===== config.mk =====
export PLATFORM = sky130hd
export DESIGN_NAME = mc_controller
export DESIGN_NICKNAME = d
export VERILOG_FILES = /design/src/rtl/mc_controller.sv
export SDC_FILE = /design/constraint.sdc
export NUM_CORES = 1
export LEC_CHECK = 0
export BUFFER_PORTS_ARGS = -buffer_cell sky130_fd_sc_hd__buf_2
export CAP_MARGIN = 30
export CORE_MARGIN = 8
export CORE_UTILIZATION = 44
export DETAILED_ROUTE_END_ITERATION = 12
export PLACE_DENSITY = 0.9
export SKIP_LAST_GASP = 1
export SYNTH_ARGS = -nofsm -noshare
export SYNTH_HDL_FRONTEND = slang
export SYNTH_SLANG_ARGS = --single-unit

===== constraint.sdc =====
create_clock -name clk -period 2.1 [get_ports clk]
set_clock_uncertainty 0.15 [all_clocks]
set_input_delay 0.105 -clock clk [delete_from_list [all_inputs] [get_ports clk]]
set_output_delay 0.105 -clock clk [all_outputs]
set_load 0.02 [all_outputs]

===== src/rtl/mc_controller.sv =====
`default_nettype none
// ============================================================================
// Module      : mc_controller
// Description : Multicycle main controller for the ARM-subset datapath.
//               Sequences fetch/decode/execute/writeback, evaluates condition
//               codes against an internal flag register and runs multi-cycle
//               FPU operations through a start/done handshake with timeout.
//               Optional macro COND_EXEC_EN enables conditional execution;
//               when undefined every instruction executes unconditionally.
// Revision    : 1.0 - initial release
// ============================================================================
module mc_controller #(
    parameter int FP_TIMEOUT = 16
) (
    input  logic        clk,
    input  logic        reset,
    input  logic [31:0] Instr,
    input  logic [3:0]  ALUFlags,
    input  logic        fp_done,
    output logic        PCWrite,
    output logic        AdrSrc,
    output logic        MemWrite,
    output logic        IRWrite,
    output logic        RegWrite,
    output logic        WE4,
    output logic        ALUSrcA,
    output logic [1:0]  ALUSrcB,
    output logic [1:0]  ResultSrc,
    output logic [1:0]  ImmSrc,
    output logic [1:0]  RegSrc,
    output logic [3:0]  ALUControl,
    output logic [1:0]  FPControl,
    output logic        ResultControl,
    output logic        NewSource,
    output logic        IsMul,
    output logic        fp_start,
    output logic        fp_err,
    output logic [3:0]  Flags
);

    typedef enum logic [4:0] {
        S_IDLE    = 5'd0,
        S_FETCH   = 5'd1,
        S_DECODE  = 5'd2,
        S_MEMADR  = 5'd3,
        S_MEMRD   = 5'd4,
        S_MEMWB   = 5'd5,
        S_MEMWR   = 5'd6,
        S_EXECR   = 5'd7,
        S_EXECI   = 5'd8,
        S_ALUWB   = 5'd9,
        S_MULEX   = 5'd10,
        S_MULWB   = 5'd11,
        S_FPSTART = 5'd12,
        S_FPWAIT  = 5'd13,
        S_FPWB    = 5'd14,
        S_BRANCH  = 5'd15
    } state_t;

    localparam logic [7:0] C_FP_LIMIT = 8'(FP_TIMEOUT);

    state_t     r_state;
    state_t     w_next;
    logic [3:0] r_flags;
    logic [7:0] r_fpcnt;
    logic       w_condex;
    logic       w_flag_we;
    logic       w_fp_hit;
    logic [3:0] w_dpctl;
    logic       w_unused;

    // Instruction bits consumed elsewhere in the datapath, not by control
`ifdef COND_EXEC_EN
    assign w_unused = ^{Instr[19:16], Instr[11:8], Instr[3:0]};
`else
    assign w_unused = ^{Instr[31:28], Instr[19:16], Instr[11:8], Instr[3:0]};
`endif

    assign Flags     = r_flags;
    assign w_fp_hit  = ((r_fpcnt + 8'd1) == C_FP_LIMIT);
    assign w_flag_we = ((r_state == S_EXECR) || (r_state == S_EXECI)) && Instr[20] && w_condex;

    // Condition-code evaluation against the architectural flags {N,Z,C,V}
    always_comb begin
`ifdef COND_EXEC_EN
        case (Instr[31:28])
            4'b0000: w_condex = r_flags[2];
            4'b0001: w_condex = ~r_flags[2];
            4'b0010: w_condex = r_flags[1];
            4'b0011: w_condex = ~r_flags[1];
            4'b0100: w_condex = r_flags[3];
            4'b0101: w_condex = ~r_flags[3];
            4'b0110: w_condex = r_flags[0];
            4'b0111: w_condex = ~r_flags[0];
            4'b1000: w_condex = r_flags[1] & ~r_flags[2];
            4'b1001: w_condex = ~r_flags[1] | r_flags[2];
            4'b1010: w_condex = (r_flags[3] == r_flags[0]);
            4'b1011: w_condex = (r_flags[3] != r_flags[0]);
            4'b1100: w_condex = ~r_flags[2] & (r_flags[3] == r_flags[0]);
            4'b1101: w_condex = r_flags[2] | (r_flags[3] != r_flags[0]);
            default: w_condex = 1'b1;  // AL, and 1111 treated as AL
        endcase
`else
        w_condex = 1'b1;
`endif
    end

    // Data-processing opcode to ALU operation; unknown opcodes fall back to ADD
    always_comb begin
        case (Instr[24:21])
            4'b0100: w_dpctl = 4'b0000;
            4'b0010: w_dpctl = 4'b0001;
            4'b0000: w_dpctl = 4'b0010;
            4'b1100: w_dpctl = 4'b0011;
            default: w_dpctl = 4'b0000;
        endcase
    end

    // State register
    always_ff @(posedge clk or negedge reset) begin
        if (!reset) r_state <= S_IDLE;
        else        r_state <= w_next;
    end

    // Architectural flags load from the ALU during an executing S-instruction
    always_ff @(posedge clk or negedge reset) begin
        if (!reset)         r_flags <= 4'b0000;
        else if (w_flag_we) r_flags <= ALUFlags;
    end

    // FPU wait counter: cleared on launch, counts cycles spent waiting
    always_ff @(posedge clk or negedge reset) begin
        if (!reset)                     r_fpcnt <= 8'd0;
        else if (r_state == S_FPSTART)  r_fpcnt <= 8'd0;
        else if (r_state == S_FPWAIT)   r_fpcnt <= r_fpcnt + 8'd1;
    end

    // Next-state and control outputs; write enables squashed when the condition fails
    always_comb begin
        w_next        = r_state;
        PCWrite       = 1'b0;
        AdrSrc        = 1'b0;
        MemWrite      = 1'b0;
        IRWrite       = 1'b0;
        RegWrite      = 1'b0;
        WE4           = 1'b0;
        ALUSrcA       = 1'b0;
        ALUSrcB       = 2'b00;
        ResultSrc     = 2'b00;
        ImmSrc        = 2'b00;
        RegSrc        = 2'b00;
        ALUControl    = 4'b0000;
        FPControl     = 2'b00;
        ResultControl = 1'b0;
        NewSource     = 1'b0;
        IsMul         = 1'b0;
        fp_start      = 1'b0;
        fp_err        = 1'b0;

        if (r_state != S_IDLE) begin
            ImmSrc = Instr[27:26];
            RegSrc = {(Instr[27:26] == 2'b01) && !Instr[20], Instr[27:26] == 2'b10};
        end

        case (r_state)
            S_IDLE: w_next = S_FETCH;
            S_FETCH: begin
                IRWrite   = 1'b1;
                ALUSrcA   = 1'b1;
                ALUSrcB   = 2'b10;
                ResultSrc = 2'b10;
                PCWrite   = 1'b1;
                w_next    = S_DECODE;
            end
            S_DECODE: begin
                ALUSrcA   = 1'b1;
                ALUSrcB   = 2'b10;
                ResultSrc = 2'b10;
                case (Instr[27:26])
                    2'b01:   w_next = S_MEMADR;
                    2'b10:   w_next = S_BRANCH;
                    2'b11:   w_next = S_FPSTART;
                    default: begin
                        if ((Instr[7:4] == 4'b1001) && !Instr[25]) w_next = S_MULEX;
                        else if (Instr[25])                          w_next = S_EXECI;
                        else                                         w_next = S_EXECR;
                    end
                endcase
            end
            S_MEMADR: begin
                ALUSrcB = 2'b01;
                w_next  = Instr[20] ? S_MEMRD : S_MEMWR;
            end
            S_MEMRD: begin
                AdrSrc = 1'b1;
                w_next = S_MEMWB;
            end
            S_MEMWB: begin
                ResultSrc = 2'b01;
                RegWrite  = 1'b1;
                w_next    = S_FETCH;
            end
            S_MEMWR: begin
                AdrSrc   = 1'b1;
                MemWrite = 1'b1;
                w_next   = S_FETCH;
            end
            S_EXECR: begin
                ALUControl = w_dpctl;
                w_next     = S_ALUWB;
            end
            S_EXECI: begin
                ALUSrcB    = 2'b01;
                ALUControl = w_dpctl;
                w_next     = S_ALUWB;
            end
            S_ALUWB: begin
                RegWrite = 1'b1;
                PCWrite  = (Instr[15:12] == 4'b1111);
                w_next   = S_FETCH;
            end
            S_MULEX: begin
                NewSource  = 1'b1;
                ALUControl = Instr[23] ? 4'b0101 : 4'b0100;
                w_next     = S_MULWB;
            end
            S_MULWB: begin
                NewSource = 1'b1;
                RegWrite  = 1'b1;
                IsMul     = ~Instr[23];
                WE4       = Instr[23];
                w_next    = S_FETCH;
            end
            S_FPSTART: begin
                fp_start  = 1'b1;
                FPControl = Instr[21:20];
                w_next    = S_FPWAIT;
            end
            S_FPWAIT: begin
                FPControl     = Instr[21:20];
                ResultControl = 1'b1;
                if (fp_done) begin
                    w_next = S_FPWB;
                end else if (w_fp_hit) begin
                    fp_err = 1'b1;
                    w_next = S_FETCH;
                end
            end
            S_FPWB: begin
                FPControl     = Instr[21:20];
                ResultControl = 1'b1;
                RegWrite      = 1'b1;
                w_next        = S_FETCH;
            end
            S_BRANCH: begin
                ALUSrcB   = 2'b01;
                ResultSrc = 2'b10;
                PCWrite   = 1'b1;
                w_next    = S_FETCH;
            end
            default: w_next = S_IDLE;
        endcase

        if (!w_condex) begin
            RegWrite = 1'b0;
            WE4      = 1'b0;
            MemWrite = 1'b0;
            fp_start = 1'b0;
            if (r_state != S_FETCH) PCWrite = 1'b0;
        end
    end

endmodule
`default_nettype wire


==> flow_summary_export.csv, run 1 <==
group,metric,value,unit
routing,routed-wl-met2,1630,um
routing,wl_met3,252,um
global_routing,grt-ovfl-total,0,
logic_synthesis,ys_seq_area_share,31.81,%
final_layout,area_delta_synth_final,30.52,%
routing,drcViolationCount,0,
logic_synthesis,syn_avg_cell_area,7.916,um2
setup_path,crit_slowest_cell,"dfrtp_2",
sta,max_freq,505.3,MHz
setup_path,path_buf_inv,1,
clock_network,numCtsBuffers,3,
logic_synthesis,yosys-top-cells-count,"18 x nand2_1, 17 x o21ai_0, 16 x dfrtp_1, 16 x nor2_1, 7 x a21oi_1",
final_layout,finalNetCount,260,
clock_network,cts_setup_buffers,0,
setup_path,path_max_fanout,6,
sta,finalMaxSlewViolations,0,
sta,period_needed,1.979,ns
sta,worst_hold_slack,0.02613,ns
outcome,status,"finished clean",
setup_path,crit_arrival,1.72,ns
routing,vias,1330,
clock_network,worst_skew_pair.late_latency,0.28,ns
logic_synthesis,async_flop_share,100.0,%
routing,wl_met1,1348,um
place,dp_hpwl,2540,um
logic_synthesis,synth_top_area_share,31.81,%
sta,rsz0062_at_grt,"false",
clock_network,cts_sinks,16,
setup_path,r2r_end,"Flags[0]",
min_path,hold_start,"Instr[25]",
global_routing,grt_pass1_vias,1280,
routing,drt_iter0_drc,59,
floorplan,die_x,69.49,um
setup_path,regToRegStartpoint,"r_state[3]",
routing,routed_wl,3254,um
clock_network,clk_pin_slew_worst_paths,0.09,ns
place,place_congestion,0.8396,
setup_path,cp_top_family,"simple AND/OR/NAND/NOR gates",
sta,setup_viol,0,
final_layout,n_antenna_cell,0,
global_routing,gr-usage-all-layers,13.42,%
floorplan,pin_count,69,
routing,drt-pass1-iter-count,4,
setup_path,rrSetupSlack,0.35,ns
logic_synthesis,ys_ff_latch,16,
global_routing,grt_max_degree,17,
routing,top_layer,"met4",
logic_synthesis,synth_top_area_cell,"dfrtp_1",
setup_path,cp-end-kind,"output pin",
routing,viasPerCell,5.407,
place,dp_slack,0.2075,ns
floorplan,core,2734,um2
logic_synthesis,yosys.cell_types.count,46,
power_and_ir_drop,p_leak,0.8241,nW
setup_path,required,1.85,ns
setup_path,max_stage_delay,0.46,ns
sta,hold_viol_final,0,
setup_path,cp_cell_sequence,"and3_1 > and3_2 > a31o_2 > nand3_1 > nor2_1 > buf_2",
clock_network,tritoncts,"done",
sta,fin_setup_tns,0,ns
power_and_ir_drop,ir_worst_vdd,0.6565,mV
final_layout,fin_area,1643,um2
place,dpl_cell_area,1536,um2
logic_synthesis,yosysWarnings,0,
clock_network,cts_htree_levels,1,
sta,fin_crit_sh,94.24,%
final_layout,drive_gt1_share,35.35,%
clock_network,ctsRootBufferMaster,"clkbuf_4",
floorplan,die_area,4828,um2
setup_path,ff2ff_path_depth,5,
routing,routedWlPerCell,13.23,um
final_layout,nFillCells,246,
clock_network,max-clock-path-buffers,2,
logic_synthesis,synth-main-ff-cell,"dfrtp_1",
logic_synthesis,syn_inst,159,
logic_synthesis,yosysMostFrequentCell,"nand2_1",
final_layout,stdcell_count,246,
setup_path,crit_path_start_kind,"flip-flop",
floorplan,row_count,19,
logic_synthesis,synth_edf_count,0,
logic_synthesis,syn_area,1259,um2
place,port-buffer-count,51,
logic_synthesis,synth.area.top_cells,"dfrtp_1 32%, o21ai_0 6.8%, nand2_1 5.4%",
global_routing,antenna_found_initial,0,
logic_synthesis,mappedNetlistNets,203,
min_path,min_path_cells,4,
min_path,hold_path.class,"in2reg",
floorplan,start_util,46.04,%
sta,fin_ws,0.1209,ns
setup_path,setup.worst_path.class,"reg2out",
routing,ant_nets,0,
global_routing,grt_pass1_wl,5644,um
power_and_ir_drop,p_per_area,1084,nW/um2
min_path,min_to,"r_state[0]",
floorplan,die_y,69.49,um
place,dp_cells,236,
run,maxCapViolCount,0,
## layout make-up
type / count / area, um2 / share of cell area (%)
inverter: 6 / 22.52 / 1.371
tap: 31 / 38.79 / 2.361
clock buffer: 4 / 36.28 / 2.209
sequential: 16 / 402.9 / 24.52
timing repair buffer: 60 / 337.8 / 20.56
multi-input combinational: 129 / 804.5 / 48.97
## routing by layer
metal	up-vias	global-route usage [%]
met4	0	3.189
met1	601	14.82
met5	-	0
met2	52	23.77
met3	2	4.721
li1	675	-
## metrics by stage
| stage | util, % | power [mW] |
|---|---|---|
| 2_1_floorplan | - | 1.253 |
| 3_3_place_gp | 56.20 | 1.542 |
| 3_5_place_dp | 56.20 | 1.570 |
| 4_1_cts | 59.91 | 1.785 |
| 5_1_grt | 60.09 | 1.929 |
| 6_report | 60.09 | 1.781 |
## sequential cells by signal, summed over array words and instances (netlist names)
| signal | count |
|---|---|
| r_fpcnt | 8 |
| r_state | 4 |
| Flags | 4 |
## cell families after synthesis
| kind of cell | Yosys count | synth area share (%) |
|---|---|---|
| AO/OA/AOI/OAI | 43 | 21.77 |
| XOR/XNOR | 2 | 1.392 |
| adder cells (fa/ha/maj) | 5 | 4.970 |
| buffers and inverters | 14 | 4.871 |
| flip-flops | 16 | 31.81 |
| multiplexers | 5 | 4.374 |
| other | 1 | 0.2979 |
| AND/OR/NAND/NOR | 73 | 30.52 |
## what timing repair did
action,CTS,global route
hold endpoints to repair,21,0
hold buffers,6,0
endpoints found under the setup margin,2,5
pin swaps,0,0
gates resized for setup,1,4
## worst register-to-register path, stage by stage, from the launching register on
cell and delay, ns:
dfrtp_1 0.47, inv_1 0.14, nand2_1 0.14, o21ai_1 0.26, nand2_1 0.18, mux2_2 0.30
## power by group
part	total, mW	switching [mW]	internal, mW
clock	0.197	0.0919	0.106
sequential	0.542	0.134	0.407
combinational	1.04	0.623	0.419
total	1.78	0.849	0.932
## worst max-delay path by stage
stage | cells past startpoint | to | startpoint | slack, ns
finish | 6 | fp_err | r_fpcnt[0] | 0.12
global route | 6 | ALUControl[0] | r_state[3] | 0.008
CTS | 5 | ALUControl[0] | r_state[2] | 0.05
detailed placement | 4 | Flags[0] | r_state[2] | 0.21
global placement | 4 | Flags[3] | r_state[2] | 0.28
floorplan | 6 | ALUControl[0] | r_state[1] | 0.37
## cell usage in the layout, fill, tap and decap left out, types with 5 or more instances in the layout
master         Yosys  routed
inv_1              6       6
o21ai_0           17      16
dfrtp_1           16      14
dlygate4sd3_1      0       6
nor3_1             6       5
nor2b_1            6       6
buf_2              4      51
nor2_1            16      16
nand2_1           18      18
a21oi_1            7       7
nand2b_1           6       6
No activity file was read; power rests on OpenSTA's default activity.
==> run 2, diff against run 1 <==
CORE_MARGIN = default   (was 8)
==> flow_summary_export.csv, run 2 (synthesis gave the netlist of run 1 again) <==
group,metric,value,unit
clock_network,worst_skew_pair.late_latency,0.29,ns
place,port-buffer-count,51,
setup_path,crit_arrival,1.76,ns
power_and_ir_drop,clkPwrFrac,11.7,%
global_routing,grtUsageMet2,35.97,%
routing,drcViolationCount,0,
power_and_ir_drop,power,1.792,mW
power_and_ir_drop,p_int,0.9376,mW
place,place_congestion,0.8235,
final_layout,mostFrequentLayoutCells,"51 x buf_2, 18 x nand2_1, 16 x nor2_1, 16 x o21ai_0, 12 x dfrtp_1",
sta,finalMaxSlewViolations,0,
sta,max_freq,496.0,MHz
floorplan,row_count,19,
routing,drt_iter0_drc,52,
routing,viasPerCell,5.421,
global_routing,grt_max_degree,17,
final_layout,nFillCells,239,
clock_network,cts_setup_buffers,0,
global_routing,grt_use_met1,24.92,%
run,maxCapViolCount,0,
floorplan,die_area,3079,um2
global_routing,antenna_found_initial,0,
place,dpl_cell_area,1544,um2
global_routing,gr-usage-all-layers,20.15,%
sta,hold_viol_final,0,
final_layout,fin_util,60.87,%
global_routing,grt-ovfl-total,0,
clock_network,cts_sinks,16,
final_layout,n_antenna_cell,0,
place,dp_slack,0.2577,ns
final_layout,finalNetCount,261,
clock_network,clk_pin_slew_worst_paths,0.10,ns
routing,drt-pass1-iter-count,4,
power_and_ir_drop,comb_power_share,58.4,%
global_routing,grt.busiest_layer,"met2",
sta,fin_setup_tns,0,ns
power_and_ir_drop,p_per_area,1077,nW/um2
clock_network,numCtsBuffers,3,
routing,ant_nets,0,
final_layout,largest_reg_flops,8,
sta,period_needed,2.016,ns
place,dp_cells,237,
sta,fin_ws,0.08386,ns
final_layout,final_common_cell,"buf_2",
clock_network,tritoncts,"done",
floorplan,start_util,46.04,%
final_layout,drive_gt1_share,37.50,%
setup_path,setup.worst_path.class,"reg2out",
final_layout,fin_area,1664,um2
sta,fin_crit_sh,96.01,%
power_and_ir_drop,switching_power,0.8549,mW
global_routing,use_met3,4.450,%
global_routing,grt_pass1_wl,5078,um
global_routing,grt_pass1_vias,1217,
floorplan,core,2734,um2
clock_network,max-clock-path-buffers,2,
floorplan,pin_count,69,
sta,setup_viol,0,
outcome,status,"finished clean",
floorplan,die_x,55.49,um
setup_path,crit_path_start_kind,"flip-flop",
clock_network,cts_htree_levels,1,
setup_path,cp-end-kind,"output pin",
power_and_ir_drop,seqPwrFrac,29.9,%
final_layout,stdcell_count,247,
floorplan,die_y,55.49,um
power_and_ir_drop,swShare,47.69,%
place,dp_hpwl,2191,um
min_path,hold_path.class,"in2reg",
power_and_ir_drop,ir_worst_vdd,0.6574,mV
routing,routedWlPerCell,12.15,um
setup_path,required,1.85,ns
power_and_ir_drop,p_leak,0.8303,nW
sta,worst_hold_slack,0.009563,ns
final_layout,area_delta_synth_final,32.21,%
clock_network,ctsRootBufferMaster,"clkbuf_4",
routing,routed_wl,3002,um
routing,vias,1339,
final_layout,largest_register,"r_fpcnt",
setup_path,path_max_fanout,6,
## run 2: path summary, 6_finish.rpt
path | start | endpoint | slack, ns | cells past startpoint
min | Instr[25] | r_state[0] | 0.01 | 4
max in group asynchronous | reset | r_fpcnt[4] | 1.43 | 2
max | r_fpcnt[0] | fp_err | 0.08 | 6
max reg2reg | r_fpcnt[0] | r_state[2] | 0.35 | 5
min in group asynchronous | reset | r_fpcnt[0] | 0.09 | 2
min reg2reg | Flags[3] | Flags[3] | 0.36 | 1
## run 2: repair_timing
item                                    CTS  global route
resized for setup                         1             8
hold buffers                              6             0
endpoints found under the hold margin    21             0
endpoints found under the setup margin    1             5
## run 2: final cells by class
| class | count | area [um2] | share of cell area [%] |
|---|---|---|---|
| sequential | 16 | 405.4 | 24.36 |
| clock buffer | 4 | 36.28 | 2.180 |
| inverter | 6 | 22.52 | 1.353 |
| multi-input combinational | 129 | 815.8 | 49.02 |
| tap | 31 | 38.79 | 2.331 |
| timing repair buffer | 61 | 345.3 | 20.75 |
## run 2: power by group through the flow
stage,logic [mW],clock network [mW],registers [mW]
6_report,1.05,0.210,0.536
5_1_grt,1.15,0.229,0.555
4_1_cts,1.04,0.206,0.524
3_5_place_dp,1.03,0,0.529
3_3_place_gp,1.01,0,0.520
2_1_floorplan,0.733,0,0.521
## run 2: metal layers
layer,wire [um],vias up
li1,-,678
met4,14,0
met5,0,-
met2,1490,44
met1,1350,615
met3,147,2
## run 2: worst max-delay path, cell delays in order, from the launching register on
cell and delay [ns]:
dfrtp_2 0.46, and3_1 0.24, a311oi_2 0.29, a31o_2 0.15
nand3_1 0.07, nor2_1 0.10, buf_2 0.17
==> run 3, diff against run 2 <==
SETUP_SLACK_MARGIN = 0.15   (was default)
==> flow_summary_export.csv, run 3 (synthesis gave the netlist of run 1 again) <==
group,metric,value,unit
global_routing,grt_max_degree,17,
final_layout,fin_area,1748,um2
sta,fin_crit_sh,94.71,%
final_layout,area_delta_synth_final,38.87,%
floorplan,row_count,19,
power_and_ir_drop,p_int,0.9980,mW
final_layout,mostFrequentLayoutCells,"50 x buf_2, 17 x nand2_1, 16 x o21ai_0",
routing,vias,1425,
routing,routed_wl,3289,um
sta,rsz0062_at_grt,"true",
setup_path,cp_cell_sequence,"ha_2 > xnor2_1 > a31o_2 > nand3_1 > nor2_1 > buf_4",
final_layout,nFillCells,221,
min_path,hold_path.class,"in2reg",
final_layout,largest_register,"r_fpcnt",
global_routing,grt-ovfl-total,0,
clock_network,numCtsBuffers,3,
routing,drt_iter0_drc,60,
sta,max_freq,502.8,MHz
final_layout,finalNetCount,267,
setup_path,rrSetupSlack,0.32,ns
setup_path,path_buf_inv,1,
floorplan,pin_count,69,
routing,routedWlPerCell,13.00,um
clock_network,cts_htree_levels,1,
setup_path,setup.worst_path.class,"reg2out",
outcome,status,"finished clean",
place,port-buffer-count,51,
sta,worst_hold_slack,0.01579,ns
global_routing,gr-usage-all-layers,20.87,%
routing,drt-pass1-iter-count,4,
sta,finalMaxSlewViolations,0,
routing,ant_nets,0,
place,place_congestion,0.8235,
floorplan,die_area,3079,um2
final_layout,drive_gt1_share,43.24,%
global_routing,grt_pass1_vias,1252,
power_and_ir_drop,clkPwrFrac,11.0,%
final_layout,fin_util,63.94,%
setup_path,required,1.85,ns
place,dp_hpwl,2191,um
setup_path,max_stage_delay,0.46,ns
setup_path,crit_slowest_cell,"dfrtp_2",
clock_network,ctsRootBufferMaster,"clkbuf_4",
clock_network,cts_sinks,16,
power_and_ir_drop,swShare,48.01,%
global_routing,antenna_found_initial,0,
floorplan,die_x,55.49,um
power_and_ir_drop,seqPwrFrac,28.1,%
clock_network,max-clock-path-buffers,2,
place,dpl_cell_area,1544,um2
power_and_ir_drop,p_per_area,1098,nW/um2
clock_network,worst_skew_pair.late_latency,0.29,ns
final_layout,final_common_cell,"buf_2",
final_layout,largest_reg_flops,8,
power_and_ir_drop,p_leak,0.8616,nW
routing,drcViolationCount,0,
final_layout,stdcell_count,253,
power_and_ir_drop,comb_power_share,60.9,%
floorplan,die_y,55.49,um
clock_network,clk_pin_slew_worst_paths,0.10,ns
place,dp_cells,237,
setup_path,cp-end-kind,"output pin",
power_and_ir_drop,ir_worst_vdd,0.7346,mV
clock_network,tritoncts,"done",
sta,setup_viol,0,
floorplan,core,2734,um2
global_routing,grt_pass1_wl,5250,um
setup_path,path_max_fanout,6,
final_layout,n_antenna_cell,0,
sta,period_needed,1.989,ns
floorplan,start_util,46.04,%
sta,fin_setup_tns,0,ns
sta,hold_viol_final,0,
power_and_ir_drop,switching_power,0.9217,mW
routing,viasPerCell,5.632,
run,maxCapViolCount,0,
setup_path,crit_path_start_kind,"flip-flop",
setup_path,crit_arrival,1.73,ns
setup_path,cp_top_family,"flip-flops",
## run 3: layer usage
metal	up-vias	track usage [%]	routed length (um)
met2	80	37.69	1682
met3	7	4.684	272
met5	-	0	0
met1	650	25.15	1275
met4	0	4.643	57
li1	688	-	-
## run 3: what timing repair did
action	CTS	global route
hold buffers	6	0
hold endpoints to repair	21	0
endpoints found under the setup margin	7	8
setup buffers	0	6
pin swaps	3	3
gates resized for setup	10	12
## run 3: area by class of cell
class                   instances  area (um2)  area share [%]
flip-flops and latches         16       409.1           23.41
multi-input cells             129       848.3           48.53
repair buffers                 67       392.9           22.48
well taps                      31       38.79           2.219
inverters                       6       22.52           1.288
clock buffers                   4       36.28           2.076
## run 3: path summary, 6_finish.rpt
check,start,end,depth (start not counted)
min in group asynchronous,reset,r_fpcnt[0],2
setup / recovery,r_fpcnt[0],fp_err,6
max in group asynchronous,reset,r_fpcnt[5],2
setup reg to reg,r_fpcnt[0],r_state[2],6
hold reg to reg,Flags[3],Flags[3],1
hold / removal,Instr[25],r_state[1],4
## run 3: worst register-to-register path, cell delays in order (launching register included)
cell and delay (ns):
dfrtp_2 0.46, and3_4 0.21, and3_2 0.23, a31o_2 0.24
buf_4 0.13, a31oi_1 0.17, a221o_1 0.14
## run 3: power by group through the flow
stage          clock (mW)  sequential, mW  combinational [mW]
3_3_place_gp            0           0.520                1.01
5_1_grt             0.226           0.556                1.27
2_1_floorplan           0           0.521               0.733
6_report            0.211           0.539                1.17
3_5_place_dp            0           0.529                1.03
4_1_cts             0.206           0.531                1.05
## run 3: metrics by stage
stage / worst slack (ns) / total power [mW]
detailed placement: 0.2577 / 1.555
finish: 0.1112 / 1.920
global placement: 0.2875 / 1.527
floorplan: 0.3663 / 1.253
global route: 0.01327 / 2.052
CTS: 0.1516 / 1.786
